==> src/rtl/vec_mem_arbiter_if.sv <==
// Request/response and memory-side signals between the two requesters, the arbiter and the
// single-port vector memory.
interface vec_mem_arbiter_if #(
  parameter int unsigned dataSize       = 32,
  parameter int unsigned addressingSize = 32,
  parameter int unsigned vecSize        = 4
);
  localparam int unsigned VecW = dataSize * vecSize;

  logic                      req0_valid;
  logic                      req0_write;
  logic [addressingSize-1:0] req0_addr;
  logic [VecW-1:0]           req0_wdata;
  logic                      req0_ready;
  logic                      req0_rvalid;
  logic [VecW-1:0]           req0_rdata;

  logic                      req1_valid;
  logic                      req1_write;
  logic [addressingSize-1:0] req1_addr;
  logic [VecW-1:0]           req1_wdata;
  logic                      req1_ready;
  logic                      req1_rvalid;
  logic [VecW-1:0]           req1_rdata;

  logic                      mem_writeEnable;
  logic [addressingSize-1:0] mem_DataAdr;
  logic [VecW-1:0]           mem_toWrite_data;
  logic [VecW-1:0]           mem_read_data;

  // Requester/memory-model side.
  modport master (
    output req0_valid, req0_write, req0_addr, req0_wdata,
    input  req0_ready, req0_rvalid, req0_rdata,
    output req1_valid, req1_write, req1_addr, req1_wdata,
    input  req1_ready, req1_rvalid, req1_rdata,
    input  mem_writeEnable, mem_DataAdr, mem_toWrite_data,
    output mem_read_data
  );

  // Arbiter side.
  modport slave (
    input  req0_valid, req0_write, req0_addr, req0_wdata,
    output req0_ready, req0_rvalid, req0_rdata,
    input  req1_valid, req1_write, req1_addr, req1_wdata,
    output req1_ready, req1_rvalid, req1_rdata,
    output mem_writeEnable, mem_DataAdr, mem_toWrite_data,
    input  mem_read_data
  );
endinterface

==> src/rtl/vec_mem_arbiter.sv <==
// Two-port round-robin arbiter and sequencer for the single-port vector data memory.
// Writes take two cycles (IDLE, ISSUE), reads three (IDLE, ISSUE, CAPTURE).
module vec_mem_arbiter #(
  parameter int unsigned dataSize       = 32,
  parameter int unsigned addressingSize = 32,
  parameter int unsigned vecSize        = 4,
  parameter int unsigned cntWidth       = 16
) (
  input  logic                clk,
  input  logic                rst_n,
  vec_mem_arbiter_if.slave    bus,
  output logic                busy,
  output logic [cntWidth-1:0] grant_count0,
  output logic [cntWidth-1:0] grant_count1
);
  localparam int unsigned VecW = dataSize * vecSize;

  typedef enum logic [1:0] {StIdle, StIssue, StCapture} state_e;

  state_e                    state_q, state_d;
  logic                      last_grant_q, last_grant_d;
  logic                      write_q, write_d;
  logic                      port_q, port_d;
  logic [addressingSize-1:0] addr_q, addr_d;
  logic [VecW-1:0]           wdata_q, wdata_d;
  logic [cntWidth-1:0]       cnt0_q, cnt0_d, cnt1_q, cnt1_d;
  logic [VecW-1:0]           rdata0_q, rdata0_d, rdata1_q, rdata1_d;
  logic                      rvalid0_q, rvalid0_d, rvalid1_q, rvalid1_d;
  logic                      gnt0, gnt1, ready0, ready1;

  always_comb begin
    // last_grant_q == 1 means port 1 was served last, so port 0 wins a tie.
    gnt0 = bus.req0_valid && (!bus.req1_valid || last_grant_q);
    gnt1 = bus.req1_valid && (!bus.req0_valid || !last_grant_q);

    state_d      = state_q;
    last_grant_d = last_grant_q;
    write_d      = write_q;
    port_d       = port_q;
    addr_d       = addr_q;
    wdata_d      = wdata_q;
    cnt0_d       = cnt0_q;
    cnt1_d       = cnt1_q;
    rdata0_d     = rdata0_q;
    rdata1_d     = rdata1_q;
    rvalid0_d    = 1'b0;
    rvalid1_d    = 1'b0;
    ready0       = 1'b0;
    ready1       = 1'b0;

    unique case (state_q)
      StIdle: begin
        if (gnt0) begin
          ready0       = 1'b1;
          write_d      = bus.req0_write;
          addr_d       = bus.req0_addr;
          wdata_d      = bus.req0_wdata;
          port_d       = 1'b0;
          last_grant_d = 1'b0;
          if (cnt0_q != {cntWidth{1'b1}}) cnt0_d = cnt0_q + 1'b1;
          state_d      = StIssue;
        end else if (gnt1) begin
          ready1       = 1'b1;
          write_d      = bus.req1_write;
          addr_d       = bus.req1_addr;
          wdata_d      = bus.req1_wdata;
          port_d       = 1'b1;
          last_grant_d = 1'b1;
          if (cnt1_q != {cntWidth{1'b1}}) cnt1_d = cnt1_q + 1'b1;
          state_d      = StIssue;
        end
      end
      StIssue: begin
        state_d = write_q ? StIdle : StCapture;
      end
      StCapture: begin
        if (port_q) begin
          rdata1_d  = bus.mem_read_data;
          rvalid1_d = 1'b1;
        end else begin
          rdata0_d  = bus.mem_read_data;
          rvalid0_d = 1'b1;
        end
        state_d = StIdle;
      end
      default: state_d = StIdle;
    endcase
  end

  always_ff @(posedge clk or negedge rst_n) begin
    if (!rst_n) begin
      state_q      <= StIdle;
      last_grant_q <= 1'b1;
      write_q      <= 1'b0;
      port_q       <= 1'b0;
      addr_q       <= '0;
      wdata_q      <= '0;
      cnt0_q       <= '0;
      cnt1_q       <= '0;
      rdata0_q     <= '0;
      rdata1_q     <= '0;
      rvalid0_q    <= 1'b0;
      rvalid1_q    <= 1'b0;
    end else begin
      state_q      <= state_d;
      last_grant_q <= last_grant_d;
      write_q      <= write_d;
      port_q       <= port_d;
      addr_q       <= addr_d;
      wdata_q      <= wdata_d;
      cnt0_q       <= cnt0_d;
      cnt1_q       <= cnt1_d;
      rdata0_q     <= rdata0_d;
      rdata1_q     <= rdata1_d;
      rvalid0_q    <= rvalid0_d;
      rvalid1_q    <= rvalid1_d;
    end
  end

  // Address and data stay on the registered request so idle cycles are harmless reads.
  assign bus.mem_writeEnable  = (state_q == StIssue) && write_q;
  assign bus.mem_DataAdr      = addr_q;
  assign bus.mem_toWrite_data = wdata_q;

  assign bus.req0_ready  = ready0;
  assign bus.req1_ready  = ready1;
  assign bus.req0_rvalid = rvalid0_q;
  assign bus.req1_rvalid = rvalid1_q;
  assign bus.req0_rdata  = rdata0_q;
  assign bus.req1_rdata  = rdata1_q;

  assign busy         = (state_q != StIdle);
  assign grant_count0 = cnt0_q;
  assign grant_count1 = cnt1_q;
endmodule

==> src/flat_wrapper.sv <==
// flat-port wrapper written by rule: the top's interface ports become plain ports
module vec_mem_arbiter_flat 
#(
  parameter int unsigned dataSize       = 32,
  parameter int unsigned addressingSize = 32,
  parameter int unsigned vecSize        = 4,
  parameter int unsigned cntWidth       = 16
)
  (clk, rst_n, busy, grant_count0, grant_count1, bus_req0_valid, bus_req0_write, bus_req0_addr, bus_req0_wdata, bus_req0_ready, bus_req0_rvalid, bus_req0_rdata, bus_req1_valid, bus_req1_write, bus_req1_addr, bus_req1_wdata, bus_req1_ready, bus_req1_rvalid, bus_req1_rdata, bus_mem_writeEnable, bus_mem_DataAdr, bus_mem_toWrite_data, bus_mem_read_data);
  vec_mem_arbiter_if #(.dataSize(dataSize), .addressingSize(addressingSize), .vecSize(vecSize)) bus_i ();
  input  logic clk;
  input  logic rst_n;
  output logic busy;
  output logic [cntWidth-1:0] grant_count0;
  output logic [cntWidth-1:0] grant_count1;
  input wire logic [$bits(bus_i.req0_valid)-1:0] bus_req0_valid;
  input wire logic [$bits(bus_i.req0_write)-1:0] bus_req0_write;
  input wire logic [$bits(bus_i.req0_addr)-1:0] bus_req0_addr;
  input wire logic [$bits(bus_i.req0_wdata)-1:0] bus_req0_wdata;
  output wire logic [$bits(bus_i.req0_ready)-1:0] bus_req0_ready;
  output wire logic [$bits(bus_i.req0_rvalid)-1:0] bus_req0_rvalid;
  output wire logic [$bits(bus_i.req0_rdata)-1:0] bus_req0_rdata;
  input wire logic [$bits(bus_i.req1_valid)-1:0] bus_req1_valid;
  input wire logic [$bits(bus_i.req1_write)-1:0] bus_req1_write;
  input wire logic [$bits(bus_i.req1_addr)-1:0] bus_req1_addr;
  input wire logic [$bits(bus_i.req1_wdata)-1:0] bus_req1_wdata;
  output wire logic [$bits(bus_i.req1_ready)-1:0] bus_req1_ready;
  output wire logic [$bits(bus_i.req1_rvalid)-1:0] bus_req1_rvalid;
  output wire logic [$bits(bus_i.req1_rdata)-1:0] bus_req1_rdata;
  output wire logic [$bits(bus_i.mem_writeEnable)-1:0] bus_mem_writeEnable;
  output wire logic [$bits(bus_i.mem_DataAdr)-1:0] bus_mem_DataAdr;
  output wire logic [$bits(bus_i.mem_toWrite_data)-1:0] bus_mem_toWrite_data;
  input wire logic [$bits(bus_i.mem_read_data)-1:0] bus_mem_read_data;
  assign bus_i.req0_valid = bus_req0_valid;
  assign bus_i.req0_write = bus_req0_write;
  assign bus_i.req0_addr = bus_req0_addr;
  assign bus_i.req0_wdata = bus_req0_wdata;
  assign bus_req0_ready = bus_i.req0_ready;
  assign bus_req0_rvalid = bus_i.req0_rvalid;
  assign bus_req0_rdata = bus_i.req0_rdata;
  assign bus_i.req1_valid = bus_req1_valid;
  assign bus_i.req1_write = bus_req1_write;
  assign bus_i.req1_addr = bus_req1_addr;
  assign bus_i.req1_wdata = bus_req1_wdata;
  assign bus_req1_ready = bus_i.req1_ready;
  assign bus_req1_rvalid = bus_i.req1_rvalid;
  assign bus_req1_rdata = bus_i.req1_rdata;
  assign bus_mem_writeEnable = bus_i.mem_writeEnable;
  assign bus_mem_DataAdr = bus_i.mem_DataAdr;
  assign bus_mem_toWrite_data = bus_i.mem_toWrite_data;
  assign bus_i.mem_read_data = bus_mem_read_data;
  vec_mem_arbiter #(.dataSize(dataSize), .addressingSize(addressingSize), .vecSize(vecSize), .cntWidth(cntWidth)) u_core (.clk(clk), .rst_n(rst_n), .bus(bus_i), .busy(busy), .grant_count0(grant_count0), .grant_count1(grant_count1));
endmodule
==> config.mk <==
export PLATFORM = sky130hd
export DESIGN_NAME = vec_mem_arbiter_flat
export DESIGN_NICKNAME = d
export VERILOG_FILES = /design/src/rtl/vec_mem_arbiter_if.sv /design/src/rtl/vec_mem_arbiter.sv /design/src/flat_wrapper.sv
export SDC_FILE = /design/constraint.sdc
export NUM_CORES = 1
export LEC_CHECK = 0
export ABC_AREA = 1
export CAP_MARGIN = 10
export CELL_PAD_IN_SITES_DETAIL_PLACEMENT = 1
export CELL_PAD_IN_SITES_GLOBAL_PLACEMENT = 2
export CORE_AREA = 5 5 353 355
export DETAILED_ROUTE_END_ITERATION = 10
export DIE_AREA = 0 0 358 360
export GPL_TIMING_DRIVEN = 0
export PLACE_DENSITY = 0.62
export SYNTH_ARGS = -nofsm -noshare
export SYNTH_HDL_FRONTEND = slang
export SYNTH_SLANG_ARGS = --single-unit
==> constraint.sdc <==
create_clock -name clk -period 1.65 [get_ports clk]
set_input_delay 0.4125 -clock clk [delete_from_list [all_inputs] [get_ports clk]]
set_output_delay 0.4125 -clock clk [all_outputs]
set_load 0.01 [all_outputs]
==> impl_metrics.env <==
export IMPL_outcome="complete, but fails checks"
export IMPL_violations="setup timing"
export IMPL_drive_gt1_frac=0.1286
export IMPL_ys_types=28
export IMPL_start_util=0.1662
export IMPL_power_density_nw_per_um2=1875
export IMPL_wl_per_cell_um=22.76
export IMPL_wirelength_mm=119.0
export IMPL_critPathMaxFanout=3
export IMPL_path_class="primary input to primary output"
export IMPL_final_common_cell="nand2_1"
export IMPL_slew_viol_final=0
export IMPL_power_frac_comb=0.515
export IMPL_drc=0
export IMPL_via_per_inst=4.019
export IMPL_hold_path_class="primary input to flop"
export IMPL_dp_slack_ps=-1563
export IMPL_final_hold_viol_count=0
export IMPL_fin_crit_sh=1.319
export IMPL_startpoint="bus_req1_valid"
export IMPL_io_pin_count=908
export IMPL_p_int_mw=40.31
export IMPL_async_reset_ff_frac=1.000
export IMPL_cp_endpoint="bus_req1_ready"
export IMPL_p_clk_frac=0.188
export IMPL_syn_nets=2950
export IMPL_die_area_um2=128900
export IMPL_grt_pass1_vias=22670
export IMPL_gr_total_overflow=0
export IMPL_seqCellArea_um2=11430
export IMPL_switching_share=0.3898
export IMPL_yosysSeqAreaShare=0.5660
export IMPL_tightest_slew_ps=979.1
export IMPL_nets=4001
export IMPL_hpwl_mm=92.72
export IMPL_ys_flop_type="dfrtp_1"
export IMPL_core_rowCount=128
export IMPL_finalSetupViolations=835
export IMPL_drtAntennaViolNets=0
export IMPL_die_y_um=360
export IMPL_cts_root_buf="clkbuf_16"
export IMPL_finalInstanceArea_um2=35240
export IMPL_fmax_mhz=459.4
export IMPL_first_pass_iters=5
export IMPL_regToRegEndpoint="u_core.bus.mem_toWrite_data[62]$_DFFE_PN0P_"
export IMPL_r2r_slack_ps=-390
export IMPL_power_mw=66.07
export IMPL_portBuffers=906
export IMPL_worstSkewPairLatency_ps=640
export IMPL_cts_tree="done"
export IMPL_layout_setup_ws_ps=-526.7
export IMPL_grt_first_pass_wirelength_mm=166.1
export IMPL_ys_ff_latch=455
export IMPL_cap_viol_max_count=0
export IMPL_syn_inst=2494
export IMPL_fin_crit_ps=2177
export IMPL_critical_path_required_ps=1240
export IMPL_syn_cell_area_um2=20120
export IMPL_dp_cells=5030
export IMPL_n_fill_cell=14170
export IMPL_max_slew_margin=0.3472
export IMPL_rsz0062_at_grt="true"
export IMPL_antenna_found_initial=36
export IMPL_cts_buffers=57
export IMPL_fin_skew_ps=11.00
export IMPL_vdd_ir_drop_max_mv=0.7526
export IMPL_drtIter0Drc=961
export IMPL_clk_pin_slew_worst_paths_ps=60
export IMPL_grt_start_max_net_pins=95
export IMPL_track_usage=0.1763
export IMPL_p_sw_mw=25.76
export IMPL_clk_path_buf_depth=3
export IMPL_critPathLaunchType="primary input"
export IMPL_num_vias=21010
export IMPL_synth_edf_count=0
export IMPL_areaGrowthSynthToFinish_pct=75.17
export IMPL_fin_setup_tns_ps=-206410
export IMPL_htreeDepth=2
export IMPL_cp_end_kind="primary output"
export IMPL_cts_num_sinks=455
export IMPL_multi_input_area_um2=7505
export IMPL_syn_area_per_cell_um2=8.067
export IMPL_gp_congestion=0.8145
export IMPL_p_seq_frac=0.298
export IMPL_final_cell_mix="nand2_1, clkdlybuf4s50_1, dfrtp_1, nand3_1, o21ai_0"
export IMPL_core_um2=121100
export IMPL_arrival_ps=1760
export IMPL_dpl_cell_area_um2=31390
export IMPL_p_leak_nw=16.79
export IMPL_timing_rr_start="u_core.last_grant_q$_DFFE_PN1P_"
export IMPL_yosysWarnings=0
export IMPL_reg2regPathDepth=14
export IMPL_fin_cells=5228
export IMPL_die_w_um=358
through the flow:
step | utilization | hold WS (ps)
2_1_floorplan | - | 116.9
3_3_place_gp | 0.2581 | 427.0
3_5_place_dp | 0.2592 | 352.1
4_1_cts | 0.2893 | 286.9
5_1_grt | 0.2909 | 310.3
6_report | 0.2911 | 354.3
final cells by class:
cell class | instances | area share
sequential | 455 | 0.3243
timing repair buffer | 992 | 0.2889
multi-input combinational | 1715 | 0.2130
tap | 1625 | 0.05769
clock buffer | 81 | 0.04729
buffer | 162 | 0.04534
inverter | 162 | 0.01850
clock inverter | 18 | 0.003728
antenna | 18 | 0.001278
per-layer routing:
metal | vias up | track usage | routed length (µm)
li1 | 10050 | - | -
met1 | 10200 | 0.1910 | 44290
met2 | 630 | 0.3283 | 62620
met3 | 123 | 0.06329 | 10140
met4 | 8 | 0.03737 | 1905
met5 | - | 0 | 60
kinds of logic after synthesis:
group           after synthesis  synth area share
buf+inv                     325           0.06723
flops                       455            0.5660
fa+ha+maj                     2          0.001244
xor+xnor                     13          0.005660
simple gates               1428            0.2921
compound gates              271           0.06779
critical path, stage by stage:
cell and delay, ps:
clkdlybuf4s50_1 650, nand2_8 110, buf_4 150, buf_6 120
a21oi_4 180, buf_6 140
registers in the layout (all words and copies together), names as in the netlist:
| signal | flops |
|---|---|
| u_core.bus.mem_DataAdr | 32 |
| u_core.write_q | 1 |
| u_core.bus.req1_rvalid | 1 |
| u_core.bus.req1_rdata | 128 |
| u_core.state_q | 2 |
| u_core.bus.req0_rdata | 128 |
| u_core.grant_count0 | 16 |
| u_core.bus.req0_rvalid | 1 |
| u_core.port_q | 1 |
| u_core.last_grant_q | 1 |
| u_core.bus.mem_toWrite_data | 128 |
| u_core.grant_count1 | 16 |
what timing repair did:
item / 4_1_cts / 5_1_grt
hold buffers: 2 / 0
setup endpoints to repair: 905 / 905
cloned: 18 / 2
pin swaps: 6 / 4
hold endpoints to repair: 42 / 0
resized for setup: 476 / 279
setup buffers: 37 / 28
cell usage after synthesis (2+ instances only):
cell	count	share of area
nand2_1	1038	0.19
dfrtp_1	454	0.56
nand3_1	336	0.084
o21ai_0	257	0.064
inv_1	157	0.029
clkbuf_1	98	0.018
buf_2	40	0.010
nor2_1	29	0.0054
buf_1	13	0.0024
o21ai_1	12	0.0030
xnor2_1	12	0.0052
nand4_1	11	0.0034
buf_6	10	0.0056
inv_2	5	0.00093
nand2_4	4	0.0022
nor3_1	3	0.00075
buf_4	2	0.00075
ha_1	2	0.0012
nor3_2	2	0.0010
how the worst min path moves through the flow:
stage | from | endpoint | slack [ps] | depth (start not counted)
floorplan | rst_n | u_core.bus.mem_DataAdr[0]$_DFFE_PN0P_ | 120 | 0
global placement | u_core.write_q$_DFFE_PN0P_ | u_core.state_q[1]$_DFFE_PN0P_ | 430 | 1
detailed placement | rst_n | u_core.bus.req1_rdata[53]$_DFFE_PN0P_ | 350 | 1
CTS | bus_mem_read_data[19] | u_core.bus.req1_rdata[19]$_DFFE_PN0P_ | 290 | 3
global route | bus_mem_read_data[19] | u_core.bus.req1_rdata[19]$_DFFE_PN0P_ | 310 | 3
finish | bus_mem_read_data[19] | u_core.bus.req1_rdata[19]$_DFFE_PN0P_ | 350 | 3
power by group through the flow:
| stage | sequential (mW) | clock (mW) | combinational [mW] |
|---|---|---|---|
| 6_report | 19.7 | 12.4 | 34.0 |
| 5_1_grt | 20.3 | 13.3 | 37.0 |
| 3_3_place_gp | 19.7 | 0 | 30.4 |
| 3_5_place_dp | 19.7 | 0 | 30.6 |
| 2_1_floorplan | 21.7 | 0 | 9.23 |
| 4_1_cts | 19.7 | 12.9 | 34.9 |
Note: power is estimated with default switching activity, not from simulation.
